--- src/rtl/mem_interface.sv ---
// Processor-to-memory handshake bridge: latches one access, issues it to memory, returns read data.
// Latency: stall covers the detect cycle plus every REQ cycle (min 2 cycles); rdata/rvalid appear in DONE.
// Backpressure: stall holds the processor until mem_ack or timeout; a timeout parks the block in ERR until reset.
//
// Ports:
//   clock, reset          rising-edge clock, synchronous active-high reset
//   MemRead, MemWrite     access strobes (both high = write); addr, wdata = access operands
//   rdata, rvalid         registered read data and its one-cycle update pulse
//   stall, err            processor hold request, sticky timeout flag
//   mem_req, mem_we,      memory request and its latched type/address/write data,
//   mem_addr, mem_wdata   driven only while mem_req is high (zero otherwise)
//   mem_rdata, mem_ack    memory read data and completion, looked at only during a request
module mem_interface #(
  parameter int DATA_W  = 8,
  parameter int ADDR_W  = 8,
  parameter int TIMEOUT = 15
) (
  input  logic              clock,
  input  logic              reset,
  input  logic              MemRead,
  input  logic              MemWrite,
  input  logic [ADDR_W-1:0] addr,
  input  logic [DATA_W-1:0] wdata,
  output logic [DATA_W-1:0] rdata,
  output logic              rvalid,
  output logic              stall,
  output logic              err,
  output logic              mem_req,
  output logic              mem_we,
  output logic [ADDR_W-1:0] mem_addr,
  output logic [DATA_W-1:0] mem_wdata,
  input  logic [DATA_W-1:0] mem_rdata,
  input  logic              mem_ack
);

  // Counter only has to reach TIMEOUT-1; keep at least one bit for TIMEOUT=1.
  localparam int CNT_W = (TIMEOUT > 1) ? $clog2(TIMEOUT) : 1;
  localparam logic [CNT_W-1:0] CNT_MAX = CNT_W'(TIMEOUT - 1);

  typedef enum logic [1:0] {
    IDLE = 2'd0,
    REQ  = 2'd1,
    DONE = 2'd2,
    ERR  = 2'd3
  } state_t;

  state_t            state, state_nxt;
  logic [CNT_W-1:0]  wait_cnt;
  logic              we_q;
  logic [ADDR_W-1:0] addr_q;
  logic [DATA_W-1:0] wdata_q;
  logic              strobe;

  assign strobe = MemRead | MemWrite;

  always_comb begin
    state_nxt = state;
    stall     = 1'b0;
    mem_req   = 1'b0;
    rvalid    = 1'b0;
    err       = 1'b0;
    case (state)
      IDLE: begin
        // Stall goes high in the detect cycle so the processor freezes immediately.
        if (strobe) begin
          stall     = 1'b1;
          state_nxt = REQ;
        end
      end
      REQ: begin
        stall   = 1'b1;
        mem_req = 1'b1;
        // Ack wins over a timeout landing in the same cycle.
        if (mem_ack) begin
          state_nxt = DONE;
        end else if (wait_cnt == CNT_MAX) begin
          state_nxt = ERR;
        end
      end
      DONE: begin
        // Strobes are still up here (processor advances at the end of DONE),
        // so they are deliberately not examined.
        rvalid    = ~we_q;
        state_nxt = IDLE;
      end
      ERR: begin
        err   = 1'b1;
        stall = 1'b1;
      end
      default: state_nxt = IDLE;
    endcase
  end

  // Memory-side fields are gated so they read zero whenever no request is open.
  assign mem_we    = mem_req & we_q;
  assign mem_addr  = mem_req ? addr_q  : '0;
  assign mem_wdata = mem_req ? wdata_q : '0;

  always_ff @(posedge clock) begin
    if (reset) begin
      state    <= IDLE;
      wait_cnt <= '0;
      we_q     <= 1'b0;
      addr_q   <= '0;
      wdata_q  <= '0;
      rdata    <= '0;
    end else begin
      state <= state_nxt;
      case (state)
        IDLE: begin
          if (strobe) begin
            we_q     <= MemWrite;
            addr_q   <= addr;
            wdata_q  <= wdata;
            wait_cnt <= '0;
          end
        end
        REQ: begin
          if (mem_ack) begin
            wait_cnt <= '0;
            if (!we_q) begin
              rdata <= mem_rdata;
            end
          end else if (wait_cnt != CNT_MAX) begin
            wait_cnt <= wait_cnt + CNT_W'(1);
          end
        end
        default: ;
      endcase
    end
  end

endmodule

--- config.mk ---
export PLATFORM = sky130hd
export DESIGN_NAME = mem_interface
export DESIGN_NICKNAME = d
export VERILOG_FILES = /design/src/rtl/mem_interface.sv
export SDC_FILE = /design/constraint.sdc
export NUM_CORES = 1
export LEC_CHECK = 0
export BUFFER_PORTS_ARGS = -buffer_cell sky130_fd_sc_hd__buf_2
export CORE_AREA = 4 4 61 63
export DETAILED_ROUTE_END_ITERATION = 10
export DIE_AREA = 0 0 65 67
export PLACE_DENSITY = 0.72
export SYNTH_ARGS = -nofsm -noshare
export SYNTH_HDL_FRONTEND = slang
export SYNTH_SLANG_ARGS = --single-unit
--- constraint.sdc ---
create_clock -name clock -period 1.6 [get_ports clock]
set_input_delay 0.16 -clock clock [delete_from_list [all_inputs] [get_ports clock]]
set_output_delay 0.16 -clock clock [all_outputs]
set_load 0.01 [all_outputs]
Word level (Yosys, flattened, before mapping)
Index checks and enable logic that the tools add are counted.
{ "op_classes": {"n_div": 0, "reduce_logical": 8, "shifts": 0, "addsub": 1, "eq_ne": 8, "n_bitwise": 3, "mul": 0, "muxes": 15, "magnitude_cmp": 0} }
{ "ops": {"columns": ["op", "n"], "rows": [
  ["two-way mux 8 bit", 2],
  ["two-way mux 4 bit", 3],
  ["AND reduction 3 bit", 3],
  ["case mux 4 bit (2 select lines)", 1],
  ["two-way mux 2 bit", 3],
  ["inequality test 3 bit (second input constant)", 2],
  ["case mux 2 bit (3 select lines)", 1],
  ["adder 4 x 1 -> 4 bit (second input constant)", 1],
  ["equality test 2 bit (second input constant)", 2],
  ["equality test 4 bit (second input constant)", 1],
  ["two-way mux 1 bit", 4],
  ["inequality test 4 bit (second input constant)", 1],
  ["nonzero test 3 bit", 1],
  ["equality test 2 x 1 -> 1 bit (second input constant)", 1],
  ["zero test 2 bit", 1],
  ["inequality test 2 bit (second input constant)", 1],
  ["case mux 1 bit (2 select lines)", 1],
  ["AND reduction 2 bit", 1],
  ["nonzero test 2 bit", 1],
  ["OR reduction 2 bit", 1],
  ["bitwise AND 1 bit", 1],
  ["NOT 1 bit", 1],
  ["OR 1 bit", 1]
]} }
{ "totals": {"latch_bits": 0, "register_bits": 31, "romBits": 0, "ram_bits": 0, "mem_count": 0, "elab_cells": 41, "in_bits": 29} }

Depth between registers and ports, before layout
{ "logic_depth": {"word_depth": 4, "mapped_depth": 6, "ltp_nobuf": 5} }

Least setup slack after synthesis
Ideal clock, no wire load.
{ "synth_timing": {"kind": "reg2reg", "from": "reg wait_cnt[0]", "to": "reg wait_cnt[1]", "path_slack_ps": 272, "path_stages_with_launch": 6, "period_less_slack_ps": 1328, "required_ps": 1467, "arrival_time_ps": 1195, "cell_sequence": "dfxtp_1 > inv_1 > ha_1 > and3_1 > a211oi_1 > o32ai_1"} }
{ "synth_via": {"elab_chain_cells": 4, "word_cells_on_any_way": 7, "cone_classes": "add/sub: 1; eq/ne: 2; mux: 3; reduce/logical: 1"} }
{ "synth_lines": {"columns": ["element", "line", "rtl"], "rows": [
  ["start, declared", "48", "logic [CNT_W-1:0] wait_cnt;"],
  ["start signal, assigned", "125", "wait_cnt <= wait_cnt + CNT_W'(1);"],
  ["adder 4 x 1 -> 4 bit", "125", null],
  ["two-way mux 4 bit", "124", "end else if (wait_cnt != CNT_MAX) begin"],
  ["two-way mux 4 bit", "119", "if (mem_ack) begin"],
  ["case mux 4 bit (2 select lines)", "109", "case (state)"]
]} }
Parallel ways exist; a longest one is shown, timed or not. The select of a mux whose other input is x is not followed.
A chain may end at the register's enable or synchronous reset.

Final worst setup path
{ "layout_timing": {"from": "reg state[1]", "to": "out mem_addr[1]"} }
{ "layout_via": {"elab_chain_cells": 3} }
{ "layout_lines": {"columns": ["element", "line", "rtl"], "rows": [
  ["start, declared", "47", "state_t state, state_nxt;"],
  ["start signal, assigned", "108", "state <= state_nxt;"],
  ["equality test 2 x 1 -> 1 bit", "62", "case (state)"],
  ["two-way mux 1 bit", "62", null],
  ["two-way mux 8 bit", "96", "assign mem_addr = mem_req ? addr_q : '0;"],
  ["end, declared", "30", "output logic [ADDR_W-1:0] mem_addr,"]
]} }
No other way between the ends.

==> flow_summary.yaml <==
critical_path:
  r2r_cells: 5
  critPathMaxFanout: 19
  critPathCapture: "mem_addr[1]"
  cp.required_ps: 1440
  r2r_slack_ps: 190
  crit_path_start: "state[1]"
  r2r_start: "wait_cnt[0]"
  cp-end-kind: "primary output"
  reg2reg_to: "wait_cnt[1]"
  path_class: "reg2out"
  cp.arrival_ps: 1340
  setup.worst_path.start_class: "flip-flop"
cells_and_area:
  n_antenna_cell: 0
  layout_common_cells: "57 x buf_2, 29 x dfxtp_1, 19 x and2_1, 19 x a21oi_1, 19 x nand3_1"
  fin_util: 0.5676
  stdcell_count: 270
  ff_latch_area_um2: 628.1
  layout_commonest_cell: "buf_2"
  design_area_um2: 1834
  drive_gt1_frac: 0.3616
  multi_input_area_um2: 734.5
  fill_cells: 316
  final_nets: 254
  syn_to_final_growth_pct: 25.73
routing:
  vias: 1349
  ant_nets: 0
  wl_per_cell_um: 12.41
  drtIter0Drc: 83
  drt-total-wl_mm: 3.352
  dr.pass1.iters: 4
  drc: 0
  vias_per_cell: 4.996
timing:
  min_period_over_period: 0.9362
  setup_violations: 0
  rsz0062_at_grt: "no"
  skew_ps: 7.251
  max-slew-margin-rel: 0.6014
  fin_ws_ps: 102.1
  fmax_mhz: 667.6
  setup_tns_ps: 0
  worst_pin_slew_ps: 597.8
  final_max_slew_viol_count: 0
  period_minus_slack_ps: 1498
  hold_viol: 0
synthesis:
  syn_area_um2: 1459
  synth_flop_cell: "dfxtp_1"
  async_flop_share: 0
  synth_edf_count: 0
  yosys_register_bits: 31
  syn_nets: 199
  synth_cells: 168
  yosysWarnings: 0
  synthDistinctLibCells: 33
  avgSynthCellArea_um2: 8.684
  ys_seq_area_frac: 0.4254
place:
  place_area_um2: 1745
  gp_congestion: 0.8707
  place_ws_ps: 120.0
  port_buffers: 57
  dpl.cell_count: 262
  post-dp-hpwl_mm: 2.356
cts:
  postCtsHoldBufs: 0
  cts_max_level: 2
  clockRootBuffer: "clkbuf_4"
  cts_tree: "yes"
  clock_sinks: 31
  clk_latency_ps: 330
  clk_pin_slew_ps: 90
  clockBufferDepth: 2
  cts_setup_buffers: 0
  cts-buffers-inserted: 5
pwr:
  sw_frac_of_total: 0.2743
  power_switching_mw: 0.4575
  pwr_density_cell_nw_per_um2: 909.4
  p_leak_nw: 0.8194
  seq_power_share: 0.508
  peakVddDrop_mv: 0.5026
  pwr-share-comb: 0.178
  intPower_mw: 1.211
  pwr-share-clk: 0.315
die:
  chipWidth_um: 65
  die_h_um: 67
  coreArea_um2: 3232
  rows: 21
  start_util: 0.4514
  die_area_um2: 4355
  io_pins: 58
min_path:
  min_path_type: "in2reg"
global_route:
  grt_pass1_vias: 1174
  grt_usage: 0.1585
  grt_pass1_wl_mm: 5.306
  antenna_found_initial: 0
  grt_overflow: 0
  grt_max_degree: 34
status:
  run_status: "complete, no violations"
run:
  cap_violations: 0
-- state kept, by name, indices dropped and copies added (netlist names) --
register,flops
addr_q,8
rdata,8
state,2
wait_cnt,4
wdata_q,8
we_q,1
-- worst min-delay path by stage --
stage,start,end,cells after the start
detailed placement,mem_rdata[5],rdata[5],3
floorplan,MemWrite,we_q,2
global route,addr[4],addr_q[4],3
CTS,mem_rdata[2],rdata[2],3
finish,mem_rdata[7],rdata[7],3
global placement,mem_rdata[1],rdata[1],3
-- worst max-delay path, cell delays in order (launching register included) --
cell and delay (ps):
dfxtp_4 380, and2b_1 180, buf_6 150, and2_1 170, buf_2 140
-- layer usage --
| metal | up-vias | wire (µm) | track usage |
|---|---|---|---|
| li1 | 693 | - | - |
| met1 | 606 | 1547 | 0.1918 |
| met2 | 45 | 1483 | 0.2452 |
| met3 | 5 | 273 | 0.05902 |
| met4 | 0 | 48 | 0.07916 |
| met5 | - | 0 | 0 |
-- final cells by class --
type                    instances  area share
clock buffers                   7     0.03547
clock inverters                 1    0.004093
inverters                       2    0.004093
multi-input cells             120      0.4004
flip-flops and latches         31      0.3424
well taps                      46     0.03138
repair buffers                 63      0.1821
-- kinds of logic after synthesis --
| logic type | Yosys count | synth area share |
|---|---|---|
| simple gates | 65 | 0.2539 |
| compound gates | 45 | 0.1741 |
| flops | 31 | 0.4254 |
| buf+inv | 17 | 0.07461 |
| mux | 8 | 0.05489 |
| fa+ha+maj | 2 | 0.01715 |
-- stage by stage --
step                      total power, mW  hold slack [ps]
after floorplan                     1.067            300.5
after global placement              1.158            392.1
after detailed placement            1.160            412.5
after CTS                           1.685            50.27
after global routing                1.770            51.11
final                               1.668            60.44
-- cells in the mapped netlist (3+ instances only) --
cell	n	area (µm²)
nor2_1	10	37.54
mux2i_1	8	80.08
o21ai_0	7	35.03
clkbuf_1	5	18.77
buf_4	3	22.52
dfxtp_1	31	620.6
nand2_1	3	11.26
buf_6	4	45.04
a21oi_1	19	95.09
nand3_1	19	95.09
and2_1	19	118.9
o21ai_1	11	55.05
-- repair_timing --
| item | CTS | global route |
|---|---|---|
| endpoints found under the setup margin | 17 | 7 |
| endpoints found under the hold margin | 0 | 0 |
| pin swaps | 0 | 0 |
| resized for setup | 2 | 4 |
-- power by group through the flow --
stage	Sequential, mW	Combinational (mW)	Clock, mW
4_1_cts	0.848	0.296	0.541
3_5_place_dp	0.864	0.296	0
2_1_floorplan	0.859	0.208	0
5_1_grt	0.854	0.332	0.584
3_3_place_gp	0.864	0.294	0
6_report	0.847	0.296	0.525
Note: power is estimated with default switching activity, not from simulation.
